### src/rtl/dec_pkg.sv
// Shared types and helpers for the registered 3-to-8 decoder.
// Latency: n/a (types and a pure function only).
// Backpressure: n/a.
//
// Contents: code_t / onehot_t typedefs, the IDLE/HOLD state enum and
// onehot_of(), which expands a binary code into its one-hot line.
package dec_pkg;

  typedef logic [2:0] code_t;
  typedef logic [7:0] onehot_t;

  typedef enum logic {
    IDLE = 1'b0,
    HOLD = 1'b1
  } dec_state_t;

  function automatic onehot_t onehot_of(input code_t code);
    onehot_of = onehot_t'(1) << code;
  endfunction

endpackage

### src/rtl/decoder_3x8_seq_if.sv
// Handshake and output bundle between a code producer and the decoder.
// Latency: n/a (wires only).
// Backpressure: in_ready is driven by the decoder (slave side).
//
// Signals: en, in_valid, in_code (producer -> decoder);
//          in_ready, out, out_valid, busy (decoder -> producer/consumers).
interface decoder_3x8_seq_if;
  import dec_pkg::*;

  logic    en;
  logic    in_valid;
  logic    in_ready;
  code_t   in_code;
  onehot_t out;
  logic    out_valid;
  logic    busy;

  modport master (
    output en, in_valid, in_code,
    input  in_ready, out, out_valid, busy
  );

  modport slave (
    input  en, in_valid, in_code,
    output in_ready, out, out_valid, busy
  );

endinterface

### src/rtl/dec_hold_timer.sv
// Loadable down-counter with a zero flag; paces how long a decoded line is held.
// Latency: load/decrement visible one clock after the edge; zero is a decode of the register.
// Backpressure: none; it counts every clock until it reaches zero and then parks there.
//
// Ports: clk, rst (sync, active-high), load, load_val[W], zero.
module dec_hold_timer #(
  parameter int unsigned W = 3
) (
  input  logic         clk,
  input  logic         rst,
  input  logic         load,
  input  logic [W-1:0] load_val,
  output logic         zero
);

  logic [W-1:0] cnt_q;
  logic [W-1:0] cnt_d;

  // Load has priority so a refill on the final hold cycle restarts the count.
  always_comb begin
    cnt_d = cnt_q;
    if (load) begin
      cnt_d = load_val;
    end else if (cnt_q != '0) begin
      cnt_d = cnt_q - W'(1);
    end
  end

  always_ff @(posedge clk) begin
    if (rst) begin
      cnt_q <= '0;
    end else begin
      cnt_q <= cnt_d;
    end
  end

  assign zero = (cnt_q == '0);

endmodule

### src/rtl/decoder_3x8_seq.sv
// Registered 3-to-8 one-hot decoder that holds each decoded line for HOLD_CYCLES clocks.
// Latency: out is valid the clock after a transfer and stays up HOLD_CYCLES clocks.
// Backpressure: in_ready drops while a hold is running and only reopens on its last cycle.
//
// Ports: clk, rst (sync, active-high), bus (decoder_3x8_seq_if.slave:
//        en, in_valid, in_code -> in_ready, out, out_valid, busy).
// Optional macro DEC3X8_COUNT_EN adds dec_count[15:0], a wrapping count of accepted codes.
module decoder_3x8_seq
  import dec_pkg::*;
#(
  parameter int unsigned HOLD_CYCLES = 4
) (
  input  logic                    clk,
  input  logic                    rst,
  decoder_3x8_seq_if.slave        bus
`ifdef DEC3X8_COUNT_EN
  ,
  output logic [15:0]             dec_count
`endif
);

  localparam int unsigned CW = $clog2(HOLD_CYCLES + 1);
  localparam logic [CW-1:0] RELOAD = CW'(HOLD_CYCLES - 1);

  dec_state_t state_q;
  onehot_t    out_q;
  onehot_t    out_d;
  logic       out_valid_q;
  logic       busy_q;
  logic       cnt_zero;
  logic       xfer;

  // cnt_zero is always true in IDLE, so ready reduces to en there; in HOLD
  // the last hold cycle reopens the input for a gap-free refill.
  assign bus.in_ready = bus.en && ((state_q == IDLE) || cnt_zero);
  assign xfer         = bus.in_valid && bus.in_ready;
  assign out_d        = onehot_of(bus.in_code);

  dec_hold_timer #(
    .W (CW)
  ) u_hold_timer (
    .clk      (clk),
    .rst      (rst),
    .load     (xfer),
    .load_val (RELOAD),
    .zero     (cnt_zero)
  );

  always_ff @(posedge clk) begin
    if (rst) begin
      state_q     <= IDLE;
      out_q       <= '0;
      out_valid_q <= 1'b0;
      busy_q      <= 1'b0;
    end else begin
      unique case (state_q)
        IDLE: begin
          if (xfer) begin
            state_q     <= HOLD;
            out_q       <= out_d;
            out_valid_q <= 1'b1;
            busy_q      <= 1'b1;
          end
        end
        HOLD: begin
          if (cnt_zero) begin
            if (xfer) begin
              out_q <= out_d;
            end else begin
              state_q     <= IDLE;
              out_q       <= '0;
              out_valid_q <= 1'b0;
              busy_q      <= 1'b0;
            end
          end
        end
        default: begin
          state_q     <= IDLE;
          out_q       <= '0;
          out_valid_q <= 1'b0;
          busy_q      <= 1'b0;
        end
      endcase
    end
  end

  assign bus.out       = out_q;
  assign bus.out_valid = out_valid_q;
  assign bus.busy      = busy_q;

`ifdef DEC3X8_COUNT_EN
  logic [15:0] dec_count_q;

  always_ff @(posedge clk) begin
    if (rst) begin
      dec_count_q <= '0;
    end else if (xfer) begin
      dec_count_q <= dec_count_q + 16'd1;
    end
  end

  assign dec_count = dec_count_q;
`endif

endmodule

### src/flat_wrapper.sv
// flat-port wrapper written by rule: the top's interface ports become plain ports
module decoder_3x8_seq_flat import dec_pkg::*;
#(
  parameter int unsigned HOLD_CYCLES = 4
)
  (clk, rst, bus_en, bus_in_valid, bus_in_code, bus_in_ready, bus_out, bus_out_valid, bus_busy);
  decoder_3x8_seq_if bus_i ();
  input  logic clk;
  input  logic rst;
  input wire logic [$bits(bus_i.en)-1:0] bus_en;
  input wire logic [$bits(bus_i.in_valid)-1:0] bus_in_valid;
  input wire logic [$bits(bus_i.in_code)-1:0] bus_in_code;
  output wire logic [$bits(bus_i.in_ready)-1:0] bus_in_ready;
  output wire logic [$bits(bus_i.out)-1:0] bus_out;
  output wire logic [$bits(bus_i.out_valid)-1:0] bus_out_valid;
  output wire logic [$bits(bus_i.busy)-1:0] bus_busy;
  assign bus_i.en = bus_en;
  assign bus_i.in_valid = bus_in_valid;
  assign bus_i.in_code = bus_in_code;
  assign bus_in_ready = bus_i.in_ready;
  assign bus_out = bus_i.out;
  assign bus_out_valid = bus_i.out_valid;
  assign bus_busy = bus_i.busy;
  decoder_3x8_seq #(.HOLD_CYCLES(HOLD_CYCLES)) u_core (.clk(clk), .rst(rst), .bus(bus_i));
endmodule
### config.mk
export PLATFORM = sky130hd
export DESIGN_NAME = decoder_3x8_seq_flat
export DESIGN_NICKNAME = d
export VERILOG_FILES = /design/src/rtl/dec_pkg.sv /design/src/rtl/decoder_3x8_seq_if.sv /design/src/rtl/dec_hold_timer.sv /design/src/rtl/decoder_3x8_seq.sv /design/src/flat_wrapper.sv
export SDC_FILE = /design/constraint.sdc
export NUM_CORES = 1
export LEC_CHECK = 0
export CELL_PAD_IN_SITES_DETAIL_PLACEMENT = 0
export CELL_PAD_IN_SITES_GLOBAL_PLACEMENT = 1
export CORE_MARGIN = 3
export CORE_UTILIZATION = 30
export CTS_BUF_LIST = sky130_fd_sc_hd__clkbuf_4 sky130_fd_sc_hd__clkbuf_8
export CTS_CLUSTER_SIZE = 40
export DETAILED_ROUTE_END_ITERATION = 8
export PLACE_DENSITY_LB_ADDON = 0.25
export SLEW_MARGIN = 20
export SYNTH_ARGS = -nofsm -noshare
export SYNTH_HDL_FRONTEND = slang
export SYNTH_SLANG_ARGS = --single-unit
### constraint.sdc
create_clock -name clk -period 1.7 [get_ports clk]
set_input_delay 0.34 -clock clk [delete_from_list [all_inputs] [get_ports clk]]
set_output_delay 0.34 -clock clk [all_outputs]
set_load 0.005 [all_outputs]
## Word level (Yosys, flattened, before mapping)

Cells that the tools add are included.

| storage, ports and cells | value |
|---|---|
| register bits after elaboration | 13 |
| input port bits | 7 |
| output and inout port bits | 11 |
| logic and storage cells | 33 |

| cells by class | value |
|---|---|
| $add $sub $neg | 1 |
| equal/unequal tests | 3 |
| shifts and indexed selects | 1 |
| muxes and demuxes | 13 |
| bitwise operators | 1 |
| reductions and logical operators | 9 |

Operators with widths:

| cell | number |
|---|---|
| 2-to-1 mux 8 bit | 3 |
| one-hot mux 8 bit (2 select lines) | 1 |
| left shift 1 x 3 -> 8 bit (first input constant) | 1 |
| inequality test 2 bit (second input constant) | 3 |
| 2-to-1 mux 1 bit | 5 |
| 2-to-1 mux 2 bit | 2 |
| one-hot mux 1 bit (2 select lines) | 2 |
| zero test 3 bit | 1 |
| AND reduction 3 bit | 1 |
| nonzero test 3 bit | 1 |
| subtractor 3 x 1 -> 3 bit (second input constant) | 1 |
| logical AND 1 bit | 2 |
| AND reduction 2 bit | 1 |
| nonzero test 2 bit | 1 |
| OR reduction 2 bit | 1 |
| logical OR 1 bit | 1 |
| NOT 1 bit | 1 |

## Depth between registers and ports, before layout

Gate-level depths: netlist (run 1).

| logic depth | value |
|---|---|
| depth after elaboration | 7 |
| depth in mapped cells | 5 |
| mapped depth without buffers | 5 |

## By module

A second synthesis (run 1) with hierarchy kept.

| unflattened totals | value |
|---|---|
| cell total of the unflattened synthesis | 77 |
| area, all modules | 676.9 µm² |

Modules (own cells, without submodules):

| module | instances | cells an instance | area an instance (µm²) | sequential area each (µm²) |
|---|---|---|---|---|
| decoder_3x8_seq | 1 | 55 | 470.5 | 200.2 |
| dec_hold_timer | 1 | 22 | 206.4 | 60.1 |

## Worst setup path after synthesis (run 1)

OpenSTA, ideal clock, no wires.

| path | value |
|---|---|
| kind | register to register |
| start | reg u_core.u_hold_timer.cnt_q[0] |
| end | reg u_core.out_q[1], in the netlist u_core.bus.out[1] |
| library setup time | 0.061 ns |
| arrival | 1.391 ns |
| data required time | 1.639 ns |
| path slack | 0.248 ns |
| stages on the path, launching flop included | 6 |
| cells stage by stage | dfxtp_1 -> inv_1 -> ha_1 -> or2b_1 -> a211oi_1 -> a32o_1 |

| between the ends | value |
|---|---|
| longest elaborated chain between the ends | 7 |
| elaborated cells between the ends (all ways) | 10 |
| those cells by class | eq/ne: 2; mux: 3; reduce/logical: 5 |

Ends and longest elaborated chain:

| element | line | text |
|---|---|---|
| from (decl) | dec_hold_timer.sv:16 | `logic [W-1:0] cnt_q;` |
| from (signal assigned) | dec_hold_timer.sv:33 | `cnt_q <= cnt_d;` |
| zero test 3 bit * | dec_hold_timer.sv:37 | `assign zero = (cnt_q == '0);` |
| logical OR 1 bit | decoder_3x8_seq.sv:35 | `assign bus.in_ready = bus.en && ((state_q == IDLE) \|\| cnt_zero);` |
| logical AND 1 bit | decoder_3x8_seq.sv:35 |  |
| logical AND 1 bit | decoder_3x8_seq.sv:36 | `assign xfer = bus.in_valid && bus.in_ready;` |
| 2-to-1 mux 8 bit | decoder_3x8_seq.sv:67 | `if (xfer) begin` |
| 2-to-1 mux 8 bit | decoder_3x8_seq.sv:66 | `if (cnt_zero) begin` |
| one-hot mux 8 bit (2 select lines) | decoder_3x8_seq.sv:56 | `unique case (state_q)` |
| to (signal assigned) | decoder_3x8_seq.sv:60 | `out_q <= out_d;` |
| to (signal assigned) | decoder_3x8_seq.sv:68 | `out_q <= out_d;` |
| to (decl) | decoder_3x8_seq.sv:26 | `onehot_t out_q;` |

Every way passes the cells marked *; elsewhere a longest branch is shown, timed or not. The select of a mux whose other input is x is not followed.
A chain may end at the register's enable or synchronous reset.

## Final worst setup path (run 1)

| path | value |
|---|---|
| start | reg u_core.u_hold_timer.cnt_q[0] |
| end | out bus_in_ready |

| between the ends | value |
|---|---|
| longest elaborated chain between the ends | 3 |

Ends and longest elaborated chain:

| element | line | text |
|---|---|---|
| zero test 3 bit | dec_hold_timer.sv:37 |  |
| logical OR 1 bit | decoder_3x8_seq.sv:35 |  |
| logical AND 1 bit | decoder_3x8_seq.sv:35 |  |
| to (decl) | flat_wrapper.sv:13 | `output wire logic [$bits(bus_i.in_ready)-1:0] bus_in_ready;` |

Every way passes these cells.

==> results.cfg, run 1 <==
[outcome]
outcome = finished, final reports clean

[critical_path]
reg2regPathDepth = 11
cp_max_fo = 2
r2r-start = u_core.u_hold_timer.cnt_q[0]$_SDFFE_PP0P_
path_class = reg -> out
timing.rr.end = u_core.state_q$_SDFF_PP0_
cp.arrival_ns = 1.31
end_kind = output port
crit_required_ns = 1.36
worstSetupStartpointType = flip-flop
reg2reg_slack_ns = 0.07

[placed_design]
dp_slack_ns = -0.0728
dp.cells = 101
dpl.hpwl_um = 913
portBuffers = 17
gp_congestion = 0.681

[layout]
drive_gt1_share_pct = 38.4
area_growth_pct = 60.0
mostFrequentLayoutCells = 16 x clkdlybuf4s50_1, 15 x buf_4, 11 x dfxtp_1
final_common_cell = clkdlybuf4s50_1
fill_cells = 173
stdcell_count = 111
multi_input_area_um2 = 295
diodes = 0
register_area_um2 = 263
final_util_pct = 51.8
layout.nets = 96

[worst_hold_path]
holdPathEnd = u_core.bus.out[6]$_SDFFE_PP0P_
hold_start = u_core.bus.out[6]$_SDFFE_PP0P_
hp-class = reg -> reg
min_path_cells = 1

[logic_synthesis]
synth_seq_cells = 13
syn_avg_cell_area_um2 = 10.9
yosys_warnings = 0
synth.area.top_cells = dfxtp_1 46%, a32o_1 7.1%, a22o_1 6.2%, and2b_2 4.6%, ha_1 4.4%
synthesis.nets = 61
synth_top_area_cell = dfxtp_1
yosys.area.top_type_share_pct = 46.0
syn-cell-area_um2 = 566
synthCells = 52
ys_types = 24
ys_seq_area_share_pct = 46.0

[global_route]
track_usage_pct = 11.9
grt_max_degree = 9
grt_antenna_before_repair = 0
grt_overflow = 0
grt_pass1_vias = 513
grt_pass1_wl_um = 2210

[clocking]
path_clk_slew_ns = 0.08
postCtsHoldBufs = 0
cts_buffers = 3
htree_num_levels = 1
cts_max_path_buffers = 2
cts_tree = done
clock-sinks = 13
clockRootBuffer = clkbuf_4
clk_latency_ns = 0.28

[timing]
setup_viol_count_final = 0
fin_crit_ns = 1.65
clock_skew_ns = 0.00355
fin_crit_sh_pct = 97.1
rsz0062_at_grt = true
fin_ws_ns = 0.0501
fmax_mhz = 606
maxSlewViolCount = 0
slew_headroom_pct = 75.1
hold_viol_final = 0
tightestPinTransition_ns = 0.373
finalSetupTns_ns = 0

[die]
dieArea_um2 = 2440
io_pins = 18
core_area_um2 = 1750
rows = 15
initial_core_util_pct = 32.4
die_h_um = 49.4
die_w_um = 49.4

[pwr]
power_density_nw_per_um2 = 1180
irDropWorstVdd_v = 0.000632
p_leak_uw = 0.000369
totalPowerFinal_uw = 1070

[drt]
vias = 505
wl_um = 1240
post_drt_wl_per_cell_um = 11.2
drc = 0
antenna_left = 0
dr.pass1.iters = 4
viasPerCell = 4.55
drt-initial-drc-count = 4

[run]
cap_violations = 0
[synth_stat cells (all sizes together)]
cell	n
a211oi	2
a21o	1
a21oi	4
a22o	4
a311oi	1
a32o	4
and2	1
and2b	3
and3	1
and3b	1
buf	2
dfxtp	13
ha	2
inv	2
mux2	1
nand2	2
nand3	1
nor2	3
nor3	1
or2b	1
xnor2	1
xor2	1
[per-layer routing]
metal / vias up / part of all wire (%) / track usage (%)
met5: - / 0 / 0
met4: 0 / 0.97 / 4.15
met3: 2 / 5.0 / 5.50
met2: 10 / 50 / 20.5
met1: 231 / 44 / 12.7
li1: 262 / - / -
[report_power, final]
part / internal (uW) / total, uW / switching (uW)
combinational: 280 / 490 / 210
clock: 107 / 206 / 99.3
sequential: 353 / 374 / 21.6
total: 740 / 1070 / 331
[how the worst max path moves through the flow]
stage | from | to | slack, ns | depth (start not counted)
after floorplan | u_core.u_hold_timer.cnt_q[0]$_SDFFE_PP0P_ | u_core.bus.out[1]$_SDFFE_PP0P_ | 0.25 | 5
after global placement | bus_en | bus_in_ready | -0.07 | 3
after detailed placement | bus_en | u_core.bus.out[2]$_SDFFE_PP0P_ | -0.07 | 5
after CTS | u_core.u_hold_timer.cnt_q[1]$_SDFFE_PP0P_ | u_core.state_q$_SDFF_PP0_ | -0.02 | 12
after global routing | u_core.u_hold_timer.cnt_q[0]$_SDFFE_PP0P_ | bus_in_ready | -0.01 | 6
final | u_core.u_hold_timer.cnt_q[0]$_SDFFE_PP0P_ | bus_in_ready | 0.05 | 6
[logic make-up after synthesis]
kind of cell | after synthesis | synth area share, %
compound gates | 16 | 24.8
simple gates | 14 | 15.0
flops | 13 | 46.0
buf+inv | 4 | 4.65
xor+xnor | 2 | 3.10
fa+ha+maj | 2 | 4.42
mux | 1 | 1.99
[timing repair]
action | 4_1_cts | 5_1_grt
setup endpoints to repair | 1 | 2
gates cloned | 0 | 0
resized for setup | 7 | 4
pin swaps | 2 | 4
buffers inserted | 6 | 1
[state kept, by name (all words and copies together) (netlist names)]
name / count
u_core.state_q: 1
u_core.u_hold_timer.cnt_q: 3
u_core.bus.out: 8
u_core.bus.out_valid: 1
[worst max-delay path, cell delays in order, from the launching register on]
cell and delay [ns]:
dfxtp_2 0.32, inv_2 0.07, ha_4 0.12, or2b_1 0.23
nand2_1 0.08, and2_1 0.11, buf_2 0.10
[metrics by stage]
stage                     area (um^2)  hold slack [ns]
after detailed placement          816            0.461
after CTS                         892            0.480
after global placement            816            0.456
final                             905            0.476
after floorplan                   566            0.466
after global routing              905            0.498
[area by class of cell]
class | instances | area share (%)
tap | 25 | 3.46
timing repair buffer | 32 | 30.7
multi-input combinational | 35 | 32.6
clock buffer | 4 | 3.32
inverter | 2 | 0.830
sequential | 13 | 29.0
No activity file was read; power rests on OpenSTA's default activity.
==> run 2, diff against run 1 <==
- CORE_UTILIZATION: 30 -> 35
==> results.cfg, run 2 (same netlist as run 1, synthesis figures left out) <==
[outcome]
outcome = finished, final reports clean

[die]
core_area_um2 = 1400
rows = 13
io_pins = 18
die_w_um = 46.2
dieArea_um2 = 2130
initial_core_util_pct = 40.4
die_h_um = 46.2

[pwr]
p_clk_share_pct = 17.9
p_int_uw = 778
pwr-share-comb_pct = 48.6
irDropWorstVdd_v = 0.000855
power_switching_uw = 349
p_leak_uw = 0.000379
seqPwrFrac_pct = 33.5
p_sw_share_pct = 30.9
power_density_nw_per_um2 = 1240

[timing]
fin_ws_ns = 0.0339
maxSlewViolCount = 0
finalSetupTns_ns = 0
fmax_mhz = 600
slew_headroom_pct = 79.2
tightestPinTransition_ns = 0.309
fin_crit_ns = 1.67
clock_skew_ns = 0.00421
fin_crit_sh_pct = 98.0
setup_viol_count_final = 0
rsz0062_at_grt = true
hold_viol_final = 0

[clocking]
cts_buffers = 3
postCtsHoldBufs = 0
htree_num_levels = 1
clock-sinks = 13
path_clk_slew_ns = 0.07
cts_max_path_buffers = 2
clockRootBuffer = clkbuf_4
clk_latency_ns = 0.27
cts_tree = done

[drt]
drc = 0
post_drt_wl_per_cell_um = 13.8
antenna_left = 0
vias = 531
wl_um = 1420
dr.pass1.iters = 3
drt-initial-drc-count = 4
viasPerCell = 5.16

[layout]
drive_gt1_share_pct = 40.9
mostFrequentLayoutCells = 17 x buf_4, 16 x clkdlybuf4s50_1, 11 x dfxtp_1
largest_register_ffs = 8
layout.nets = 98
final_common_cell = buf_4
area_growth_pct = 61.3
final_util_pct = 65.2
diodes = 0

[critical_path]
cpMaxStageDelayCell = dfxtp_2
end_kind = output port
cp_max_fo = 2
path_buf_inv = 2
crit_required_ns = 1.36
cp.arrival_ns = 1.33
worstPathCellList = inv_2, ha_4, or2b_1, nand2_1, and2_1, buf_2
worstSetupStartpointType = flip-flop
path_class = reg -> out
slowest_delay_ns = 0.32
crit_family = simple AND/OR/NAND/NOR gates

[worst_hold_path]
hp-class = reg -> reg

[global_route]
grt_pass1_wl_um = 2290
grt_overflow = 0
track_usage_pct = 15.4
grt_max_degree = 9
grt_pass1_vias = 540
grt_antenna_before_repair = 0

[placed_design]
gp_congestion = 0.780
dpl.hpwl_um = 988
portBuffers = 17
dp_slack_ns = -0.0597

[run]
cap_violations = 0
-- run 2: what timing repair did --
item	CTS	global route
setup endpoints to repair	1	7
pin swaps	2	5
buffers inserted	7	1
resized for setup	8	4
endpoints found under the hold margin	0	0
-- run 2: layer usage --
layer  GRT usage (%)  share of wire (%)  vias to the layer above
li1                -                  -                      266
met2            24.5                 51                       11
met5               0                  0                        -
met4            9.09                1.3                        0
met1            16.8                 43                      250
met3            6.64                4.6                        4
-- run 2: worst register-to-register path, delay by kind of cell, from the launching register on --
kind | cells | cell delay, ns
buffers and inverters | 7 | 0.77
AOI/OAI and AO/OA | 1 | 0.12
DFF | 1 | 0.32
and+or+nand+nor | 2 | 0.23
adders and majority gates | 1 | 0.15
-- run 2: final timing paths --
kind | start | endpoint | slack [ns] | depth (start not counted)
max | u_core.u_hold_timer.cnt_q[0]$_SDFFE_PP0P_ | bus_in_ready | 0.03 | 6
min | u_core.bus.out[5]$_SDFFE_PP0P_ | u_core.bus.out[5]$_SDFFE_PP0P_ | 0.47 | 1
max reg2reg | u_core.u_hold_timer.cnt_q[0]$_SDFFE_PP0P_ | u_core.state_q$_SDFF_PP0_ | 0.05 | 11
min reg2reg | u_core.bus.out[5]$_SDFFE_PP0P_ | u_core.bus.out[5]$_SDFFE_PP0P_ | 0.47 | 1
-- run 2: per-stage QoR --
stage	total power (uW)	instance area (um^2)	hold slack, ns	cells
2_1_floorplan	628	566	0.466	52
3_3_place_gp	785	811	0.450	92
3_5_place_dp	796	811	0.458	92
4_1_cts	1070	896	0.478	103
5_1_grt	1230	912	0.498	103
6_report	1130	912	0.472	103
-- run 2: layout make-up --
| type | instances | area (um^2) |
|---|---|---|
| fill | 111 | 487 |
| multi-input combinational | 35 | 300 |
| timing repair buffer | 34 | 293 |
| sequential | 13 | 263 |
| clock buffer | 4 | 30.0 |
| tap | 15 | 18.8 |
| inverter | 2 | 7.51 |
-- run 2: power groups by stage --
stage          clock network (uW)  registers (uW)  logic (uW)
2_1_floorplan                   0             374         254
3_3_place_gp                    0             374         411
3_5_place_dp                    0             376         421
4_1_cts                       214             373         486
5_1_grt                       225             381         623
6_report                      201             377         548
==> run 3, diff against run 2 <==
- CAP_MARGIN: default -> 20
==> results of run 3 <==
No change in the layout: final DEF, timing and power equal those of run 2.
